File: config.mk
export PLATFORM = sky130hd
export DESIGN_NAME = alu_sequencer_flat
export DESIGN_NICKNAME = d
export VERILOG_FILES = /design/src/rtl/alu_sequencer_if.sv /design/src/rtl/alu_sequencer.sv /design/src/flat_wrapper.sv
export SDC_FILE = /design/constraint.sdc
export NUM_CORES = 1
export LEC_CHECK = 0
export BUFFER_PORTS_ARGS = -buffer_cell sky130_fd_sc_hd__buf_4
export CAP_MARGIN = 20
export CORE_ASPECT_RATIO = 2
export CORE_MARGIN = 2
export CORE_UTILIZATION = 43
export CTS_CLUSTER_DIAMETER = 150
export CTS_CLUSTER_SIZE = 24
export DETAILED_ROUTE_END_ITERATION = 16
export GPL_ROUTABILITY_DRIVEN = 1
export MAX_ROUTING_LAYER = met4
export PLACE_DENSITY = 0.85
export SYNTH_ARGS = -nofsm -noshare
export SYNTH_HDL_FRONTEND = slang
export SYNTH_SLANG_ARGS = --single-unit
File: constraint.sdc
create_clock -name clk -period 4.2 [get_ports clk]
set_input_delay 0.21 -clock clk [delete_from_list [all_inputs] [get_ports clk]]
set_output_delay 0.21 -clock clk [all_outputs]
set_load 0.02 [all_outputs]
File: src/rtl/alu_sequencer_if.sv
// Bundle of the instruction handshake, register-file and ALU signals of alu_sequencer.
// No latency of its own; it only carries nets.
// master is the sequencer side; slave is the environment (instruction source, register file, ALU).
interface alu_sequencer_if #(
    parameter int size = 32,
    parameter int c    = 4
);
    logic              instr_valid;
    logic [31:0]       instr;
    logic              instr_ready;
    logic [4:0]        rf_raddr1;
    logic [4:0]        rf_raddr2;
    logic [size-1:0]   rf_rdata1;
    logic [size-1:0]   rf_rdata2;
    logic              rf_we;
    logic [4:0]        rf_waddr;
    logic [size-1:0]   rf_wdata;
    logic [size-1:0]   alu_in1;
    logic [size-1:0]   alu_in2;
    logic [c:0]        alu_shamt;
    logic [c-1:0]      alu_control;
    logic [size-1:0]   alu_out;
    logic [2:0]        alu_flag;
    logic              done;
    logic              err;
    logic [2:0]        flag_q;
    logic [15:0]       retired_cnt;

    modport master (
        input  instr_valid, instr, rf_rdata1, rf_rdata2, alu_out, alu_flag,
        output instr_ready, rf_raddr1, rf_raddr2, rf_we, rf_waddr, rf_wdata,
               alu_in1, alu_in2, alu_shamt, alu_control, done, err, flag_q, retired_cnt
    );

    modport slave (
        output instr_valid, instr, rf_rdata1, rf_rdata2, alu_out, alu_flag,
        input  instr_ready, rf_raddr1, rf_raddr2, rf_we, rf_waddr, rf_wdata,
               alu_in1, alu_in2, alu_shamt, alu_control, done, err, flag_q, retired_cnt
    );
endinterface

File: src/rtl/alu_sequencer.sv
// Sequences one instruction at a time through register read, external ALU and register write.
// Latency: done pulses in the 3rd cycle after the accept edge (2nd for illegal opcodes); 4 cycles min per instruction.
// Backpressure: instr_ready is high only in IDLE and low during rst; ALU_SEQ_CNT_EN enables the retired counter.
module alu_sequencer #(
    parameter int size = 32,
    parameter int c    = 4
) (
    input logic           clk,
    input logic           rst,
    alu_sequencer_if.master bus
);

    typedef enum logic [1:0] {IDLE, READ, EXEC, WB} state_t;

    state_t            state;
    logic [31:0]       instr_q;
    logic [4:0]        raddr1_q;
    logic [4:0]        raddr2_q;
    logic [4:0]        waddr_q;
    logic              we_q;
    logic              done_q;
    logic              err_q;
    logic [2:0]        flag_r;
    logic [size-1:0]   result_q;
    logic [size-1:0]   alu_in1_q;
    logic [size-1:0]   alu_in2_q;
    logic [c:0]        shamt_q;
    logic [c-1:0]      ctl_q;

    // Fields of the latched instruction
    logic [5:0]        opcode;
    logic [4:0]        rs;
    logic [4:0]        shamt_f;
    logic [3:0]        funct;
    logic [15:0]       imm;
    logic              is_r;
    logic              is_addi;
    logic              is_andi;
    logic              legal;
    logic [size-1:0]   op2;

    assign opcode  = instr_q[31:26];
    assign rs      = instr_q[25:21];
    assign shamt_f = instr_q[15:11];
    assign funct   = instr_q[3:0];
    assign imm     = instr_q[15:0];
    assign is_r    = (opcode == 6'b000000);
    assign is_addi = (opcode == 6'b000001);
    assign is_andi = (opcode == 6'b000010);
    assign legal   = is_r | is_addi | is_andi;

    // Second ALU operand: rt data for R-type, sign-extended imm for addi, zero-extended imm for andi
    always_comb begin
        op2 = bus.rf_rdata2;
        if (is_addi)
            op2 = size'($signed(imm));
        else if (is_andi)
            op2 = size'(imm);
    end

    // ALU operands follow the register file only during EXEC, then hold what EXEC used
    assign bus.alu_in1     = (state == EXEC) ? bus.rf_rdata1 : alu_in1_q;
    assign bus.alu_in2     = (state == EXEC) ? op2 : alu_in2_q;
    assign bus.alu_shamt   = shamt_q;
    assign bus.alu_control = ctl_q;

    assign bus.instr_ready = (state == IDLE) && !rst;
    assign bus.rf_raddr1   = raddr1_q;
    assign bus.rf_raddr2   = raddr2_q;
    assign bus.rf_we       = we_q;
    assign bus.rf_waddr    = waddr_q;
    assign bus.rf_wdata    = result_q;
    assign bus.done        = done_q;
    assign bus.err         = err_q;
    assign bus.flag_q      = flag_r;

    // Sequencer FSM with all its registered outputs; write/done/err are single-cycle pulses
    always_ff @(posedge clk or posedge rst) begin
        if (rst) begin
            state     <= IDLE;
            instr_q   <= '0;
            raddr1_q  <= '0;
            raddr2_q  <= '0;
            waddr_q   <= '0;
            we_q      <= 1'b0;
            done_q    <= 1'b0;
            err_q     <= 1'b0;
            flag_r    <= '0;
            result_q  <= '0;
            alu_in1_q <= '0;
            alu_in2_q <= '0;
            shamt_q   <= '0;
            ctl_q     <= '0;
        end else begin
            we_q   <= 1'b0;
            done_q <= 1'b0;
            err_q  <= 1'b0;
            case (state)
                IDLE: begin
                    if (bus.instr_valid) begin
                        instr_q  <= bus.instr;
                        raddr1_q <= bus.instr[25:21];
                        raddr2_q <= bus.instr[20:16];
                        state    <= READ;
                    end
                end
                READ: begin
                    if (legal) begin
                        ctl_q   <= is_r ? c'(funct) : (is_addi ? c'(4'b0000) : c'(4'b0011));
                        shamt_q <= (c+1)'(shamt_f);
                        state   <= EXEC;
                    end else begin
                        // Illegal: no ALU pass, no write, flags untouched
                        waddr_q <= rs;
                        done_q  <= 1'b1;
                        err_q   <= 1'b1;
                        state   <= WB;
                    end
                end
                EXEC: begin
                    result_q  <= bus.alu_out;
                    alu_in1_q <= bus.rf_rdata1;
                    alu_in2_q <= op2;
                    flag_r    <= flag_r | bus.alu_flag;
                    waddr_q   <= rs;
                    we_q      <= (rs != 5'd0);
                    done_q    <= 1'b1;
                    state     <= WB;
                end
                default: begin
                    state <= IDLE;
                end
            endcase
        end
    end

`ifdef ALU_SEQ_CNT_EN
    logic [15:0] cnt_q;

    // Count legal instructions as they leave WB; wraps naturally at 16 bits
    always_ff @(posedge clk or posedge rst) begin
        if (rst)
            cnt_q <= '0;
        else if (state == WB && !err_q)
            cnt_q <= cnt_q + 16'd1;
    end

    assign bus.retired_cnt = cnt_q;
`else
    assign bus.retired_cnt = 16'h0000;
`endif

endmodule

File: src/flat_wrapper.sv
// flat-port wrapper written by rule: the top's interface ports become plain ports
module alu_sequencer_flat 
#(
    parameter int size = 32,
    parameter int c    = 4
)
  (clk, rst, bus_instr_valid, bus_instr, bus_rf_rdata1, bus_rf_rdata2, bus_alu_out, bus_alu_flag, bus_instr_ready, bus_rf_raddr1, bus_rf_raddr2, bus_rf_we, bus_rf_waddr, bus_rf_wdata, bus_alu_in1, bus_alu_in2, bus_alu_shamt, bus_alu_control, bus_done, bus_err, bus_flag_q, bus_retired_cnt);
  alu_sequencer_if #(.size(size), .c(c)) bus_i ();
  input logic clk;
  input logic rst;
  input wire logic [$bits(bus_i.instr_valid)-1:0] bus_instr_valid;
  input wire logic [$bits(bus_i.instr)-1:0] bus_instr;
  input wire logic [$bits(bus_i.rf_rdata1)-1:0] bus_rf_rdata1;
  input wire logic [$bits(bus_i.rf_rdata2)-1:0] bus_rf_rdata2;
  input wire logic [$bits(bus_i.alu_out)-1:0] bus_alu_out;
  input wire logic [$bits(bus_i.alu_flag)-1:0] bus_alu_flag;
  output wire logic [$bits(bus_i.instr_ready)-1:0] bus_instr_ready;
  output wire logic [$bits(bus_i.rf_raddr1)-1:0] bus_rf_raddr1;
  output wire logic [$bits(bus_i.rf_raddr2)-1:0] bus_rf_raddr2;
  output wire logic [$bits(bus_i.rf_we)-1:0] bus_rf_we;
  output wire logic [$bits(bus_i.rf_waddr)-1:0] bus_rf_waddr;
  output wire logic [$bits(bus_i.rf_wdata)-1:0] bus_rf_wdata;
  output wire logic [$bits(bus_i.alu_in1)-1:0] bus_alu_in1;
  output wire logic [$bits(bus_i.alu_in2)-1:0] bus_alu_in2;
  output wire logic [$bits(bus_i.alu_shamt)-1:0] bus_alu_shamt;
  output wire logic [$bits(bus_i.alu_control)-1:0] bus_alu_control;
  output wire logic [$bits(bus_i.done)-1:0] bus_done;
  output wire logic [$bits(bus_i.err)-1:0] bus_err;
  output wire logic [$bits(bus_i.flag_q)-1:0] bus_flag_q;
  output wire logic [$bits(bus_i.retired_cnt)-1:0] bus_retired_cnt;
  assign bus_i.instr_valid = bus_instr_valid;
  assign bus_i.instr = bus_instr;
  assign bus_i.rf_rdata1 = bus_rf_rdata1;
  assign bus_i.rf_rdata2 = bus_rf_rdata2;
  assign bus_i.alu_out = bus_alu_out;
  assign bus_i.alu_flag = bus_alu_flag;
  assign bus_instr_ready = bus_i.instr_ready;
  assign bus_rf_raddr1 = bus_i.rf_raddr1;
  assign bus_rf_raddr2 = bus_i.rf_raddr2;
  assign bus_rf_we = bus_i.rf_we;
  assign bus_rf_waddr = bus_i.rf_waddr;
  assign bus_rf_wdata = bus_i.rf_wdata;
  assign bus_alu_in1 = bus_i.alu_in1;
  assign bus_alu_in2 = bus_i.alu_in2;
  assign bus_alu_shamt = bus_i.alu_shamt;
  assign bus_alu_control = bus_i.alu_control;
  assign bus_done = bus_i.done;
  assign bus_err = bus_i.err;
  assign bus_flag_q = bus_i.flag_q;
  assign bus_retired_cnt = bus_i.retired_cnt;
  alu_sequencer #(.size(size), .c(c)) u_core (.clk(clk), .rst(rst), .bus(bus_i));
endmodule
# Word level (Yosys, flattened, before mapping)
# Index checks and enable logic that the tools add are counted.
# totals
output_inout_bits	143
regBits	160
elab_cells	47
# op_classes
muxes	15
eq_ne	6
reduce_logical	9
bitwise	3
# op_table
op	count
32-bit 2-to-1 mux	4
5-bit case mux with 2 select lines	1
6-bit by 1-bit equality test with 1-bit output, second input constant	1
6-bit by 2-bit equality test with 1-bit output, second input constant	1
6-bit logical NOT	1
2-bit case mux with 3 select lines	1
2-bit AND reduction	3
5-bit 2-to-1 mux	1
5-bit nonzero test	1
1-bit 2-to-1 mux	4
2-bit 2-to-1 mux	2
4-bit 2-to-1 mux	1
2-bit != test, second input constant	2
3-bit OR	1
2-bit by 1-bit equality test with 1-bit output, second input constant	1
2-bit equality test, second input constant	1
2-bit logical NOT	1
1-bit OR	2
1-bit case mux with 2 select lines	1
2-bit nonzero test	1
1-bit logical AND	1
1-bit logical NOT	1

# Longest topological paths before layout
# depth
depth_word	5
mapped_depth	6

# Worst setup path before layout
# No wires, ideal clock.
# synth_timing
kind	register -> output
start	reg u_core.instr_q[31]
end	out bus_alu_in2[20]
required_time_ps	3990
arrival_time_ps	1900
slack_ps	2090
path_buffers	2
path_stages_with_launch	6
path_cell_list	dfrtp_1 -> or4_4 -> buf_6 -> o31a_4 -> buf_6 -> a21oi_1
# synth_via
elab_chain_len	4
word_cells_on_any_way	5
# synth_rtl
item	line_no	text
start: declaration	alu_sequencer.sv:16	logic [31:0] instr_q;
start signal: assignment	alu_sequencer.sv:101	instr_q <= bus.instr;
6-bit by 2-bit equality test with 1-bit output	alu_sequencer.sv:49	assign is_andi = (opcode == 6'b000010);
32-bit 2-to-1 mux	alu_sequencer.sv:57	else if (is_andi)
32-bit 2-to-1 mux *	alu_sequencer.sv:55	if (is_addi)
32-bit 2-to-1 mux *	alu_sequencer.sv:63	assign bus.alu_in2 = (state == EXEC) ? op2 : alu_in2_q;
end: declaration	flat_wrapper.sv:24	output wire logic [$bits(bus_i.alu_in2)-1:0] bus_alu_in2;
# Mark *: on every way between the ends. The rest lies on a longest branch, timed or not.

# Final worst setup path
# layout_timing
start	reg u_core.state[0]
end	out bus_alu_in2[10]
# layout_via
elab_chain_len	2
# layout_rtl
item	line_no	text
start: declaration	alu_sequencer.sv:15	state_t state;
start signal: assignment	alu_sequencer.sv:80	state <= IDLE;
start signal: assignment	alu_sequencer.sv:104	state <= READ;
start signal: assignment	alu_sequencer.sv:111	state <= EXEC;
2-bit equality test	alu_sequencer.sv:63	
32-bit 2-to-1 mux	alu_sequencer.sv:63	
# Every way passes these cells.

==> metrics <==
outcome=finished clean; HPWL Detailed=12,600 um; synthesized area per cell=13.1 um^2; hold path cells=2; post-CTS setup buffers=0; core area=0.0140 mm^2; DR vias=around 4,600; fin util=0.631; first-pass GRT wire length=26,000 um; Max clock buf depth=2; f_max=around 0.33 GHz; cell area after synthesis=0.00614 mm^2; gr usage total=0.231; # rows=61; final worst-path cycle share=0.713; Fill cells=1,077; drt first pass iters=5; Seq/Total Area, Yosys=0.611; worst-path fanout max=66; RSZ-0062 raised after global routing=no; final instance area=around 0.0088 mm^2; reg2reg setup slack=1850 ps; nets=approximately 860; vias in the first global route=5,022; CP max stage cell=ha_4; max-slew violations=0; # setup viols final=0; Synth Flop Type=dfrtp_1; crit path DAT=~2800 ps; CP most frequent cell=buf_4; clock net sink count=150; Post-synth EDFFs=0; worst min-delay path category=in2reg; crit-path max cell delay=roughly 700 ps; Hold Vio Cnt, Final=0; clock-pin transition on the worst setup and hold timing paths=around 70 ps; Mapped Cells=468; critical-path cell list=inv_1 -> ha_4 -> buf_4 -> nor2_1 -> a31oi_1 -> buf_4; area of the multi-input gates=0.00213 mm^2; post-synthesis register bit count=150; yosys warns=0; Ports=~280; Async SR Flop Fraction=1.00; Initial Utilization=0.439; crit path time final=between 2000 and 3000 ps; Crit Path Category=reg2out; largest net degree at the start of global routing=a little over 90; pwr/cell area=925 mW/mm^2; Inserted Diodes=0; Worst Hold Path EP=u_core.bus.rf_raddr1[2]; met1 Use GR=0.222; Leakage=4.12 nW; Routability Congestion=0.864; met2 usage=0.414; post-route setup TNS=0 ps; Port Buffers=260; Max-Cap Viols=0; residual DRC count=0; drt via density=5.05; Worst slew margin=0.462; GRT overflow=0; Crit path max-delay family=buffers and inverters; DR iter-0 viols=between 100 and 150; antenna violations before repair=0; end of the worst register-to-register path=u_core.bus.rf_waddr[0]; HP Start=bus_instr[23]; final wirelength=between 15,000 and 20,000 um; Top Usage Layer GRT=met2; Placed Area=between 0.008 and 0.009 mm^2; Critical Path RT=about 4000 ps; post-route clock skew=between 8 and 9 ps; number of routed nets with antenna violations=0; crit path launch type=register; Area Overhead vs Synth=43.6%; Cell variety after synth=30; die height=~170 um; worst r2r path cells=5; root buffer cell=clkbuf_16; wire length per cell=about 18 um; DIE AREA=0.0153 mm^2; share of cells above drive strength 1=0.566; Crit Reg-Reg Startpoint=u_core.state[0]; CTS buffer count=17; H-tree depth=4; register area=between 0.003 and 0.004 mm^2; worst slew pin tran=a little over 800 ps; WP buf/inv=3; Max VDD drop=0.555 mV; CP Capture Type=output pin; Total Power=between 8 and 9 mW; clock latency on the worst-skew pair=roughly 410 ps; chip width=88.5 um; GR Util met3=0.0430; CTS tree=done
==> final cells by class <==
cell class / instances / area share
multi-input combinational: 275 / 0.242
timing repair buffer: 272 / 0.236
inverter: 3 / 0.00170
clock inverter: 12 / 0.0160
sequential: 150 / 0.426
clock buffer: 20 / 0.0518
tap: 189 / 0.0268
==> state kept, by name, indices dropped and copies added, names as in the netlist <==
signal                  count
u_core.alu_in1_q           32
u_core.alu_in2_q           32
u_core.bus.alu_control      4
u_core.bus.alu_shamt        5
u_core.bus.done             1
u_core.bus.err              1
u_core.bus.flag_q           3
u_core.bus.rf_raddr1        4
u_core.bus.rf_raddr2        4
u_core.bus.rf_waddr         5
u_core.bus.rf_wdata        32
u_core.bus.rf_we            1
u_core.instr_q             24
u_core.state                2
==> through the flow <==
step                hold WS [ps]  instances  setup WS (ps)
global placement             422        883           1670
CTS                         7.15        919           1180
floorplan                    331        483           2090
detailed placement           421        885           1630
finish                      27.6        921           1200
global route                6.13        921            987
==> logic make-up (layout without fill, tap and decap cells) <==
group                    after synthesis  after routing  synth area share
XOR/XNOR                               2              2           0.00285
flip-flops                           150            150             0.611
multiplexers                         109            109             0.200
AND/OR/NAND/NOR                       65             65            0.0489
AO/OA/AOI/OAI                         79             79            0.0736
buffers and inverters                 58            307            0.0546
other                                  1             16          0.000611
adder cells (fa/ha/maj)                4              4           0.00815
==> power breakdown <==
part	switching, mW	leakage, nW	internal, mW	total, mW
Clock	0.606	0.288	0.917	1.52
Sequential	0.377	1.74	2.16	2.54
Combinational	2.27	2.09	1.82	4.09
==> worst max-delay path by stage <==
stage	start	cells past startpoint	slack (ps)	endpoint
2_1_floorplan	u_core.instr_q[31]	5	2090	bus_alu_in2[20]
3_3_place_gp	u_core.instr_q[27]	4	1670	bus_alu_in2[10]
3_5_place_dp	u_core.state[0]	6	1630	bus_alu_in2[10]
4_1_cts	u_core.state[0]	6	1180	bus_alu_in2[10]
5_1_grt	u_core.state[0]	6	990	bus_alu_in2[10]
6_report	u_core.state[0]	6	1200	bus_alu_in2[10]
==> cells in the mapped netlist (all sizes together), types with 4 or more instances <==
library cell  count  area (um^2)
a21oi            19         95.1
a31oi            18          113
buf              35          249
clkbuf           20         75.1
dfrtp           150         3750
ha                4         50.1
mux2            108         1220
nand2             5         18.8
nand3            16         80.1
nor2             34          128
o21ai            33          165
==> layout by cell type (no fill, tap or decap), types with 16 or more instances in the layout <==
cell type,count
nor2_1,34
a21oi_1,19
dfrtp_1,150
nand3_1,16
a31oi_1,18
conb_1,16
clkbuf_16,17
buf_4,267
mux2_2,108
o21ai_0,33
==> metal layers <==
metal,share of wire,vias up
li1,-,2097
met1,0.32,2294
met2,0.58,205
met3,0.050,52
met4,0.051,0
met5,0,-
==> repair_timing <==
item / CTS / global route
hold buffers: 2 / 1
resized for setup: 0 / 0
endpoints found under the setup margin: 0 / 0
endpoints found under the hold margin: 2 / 23
Note: power is estimated with default switching activity, not from simulation.
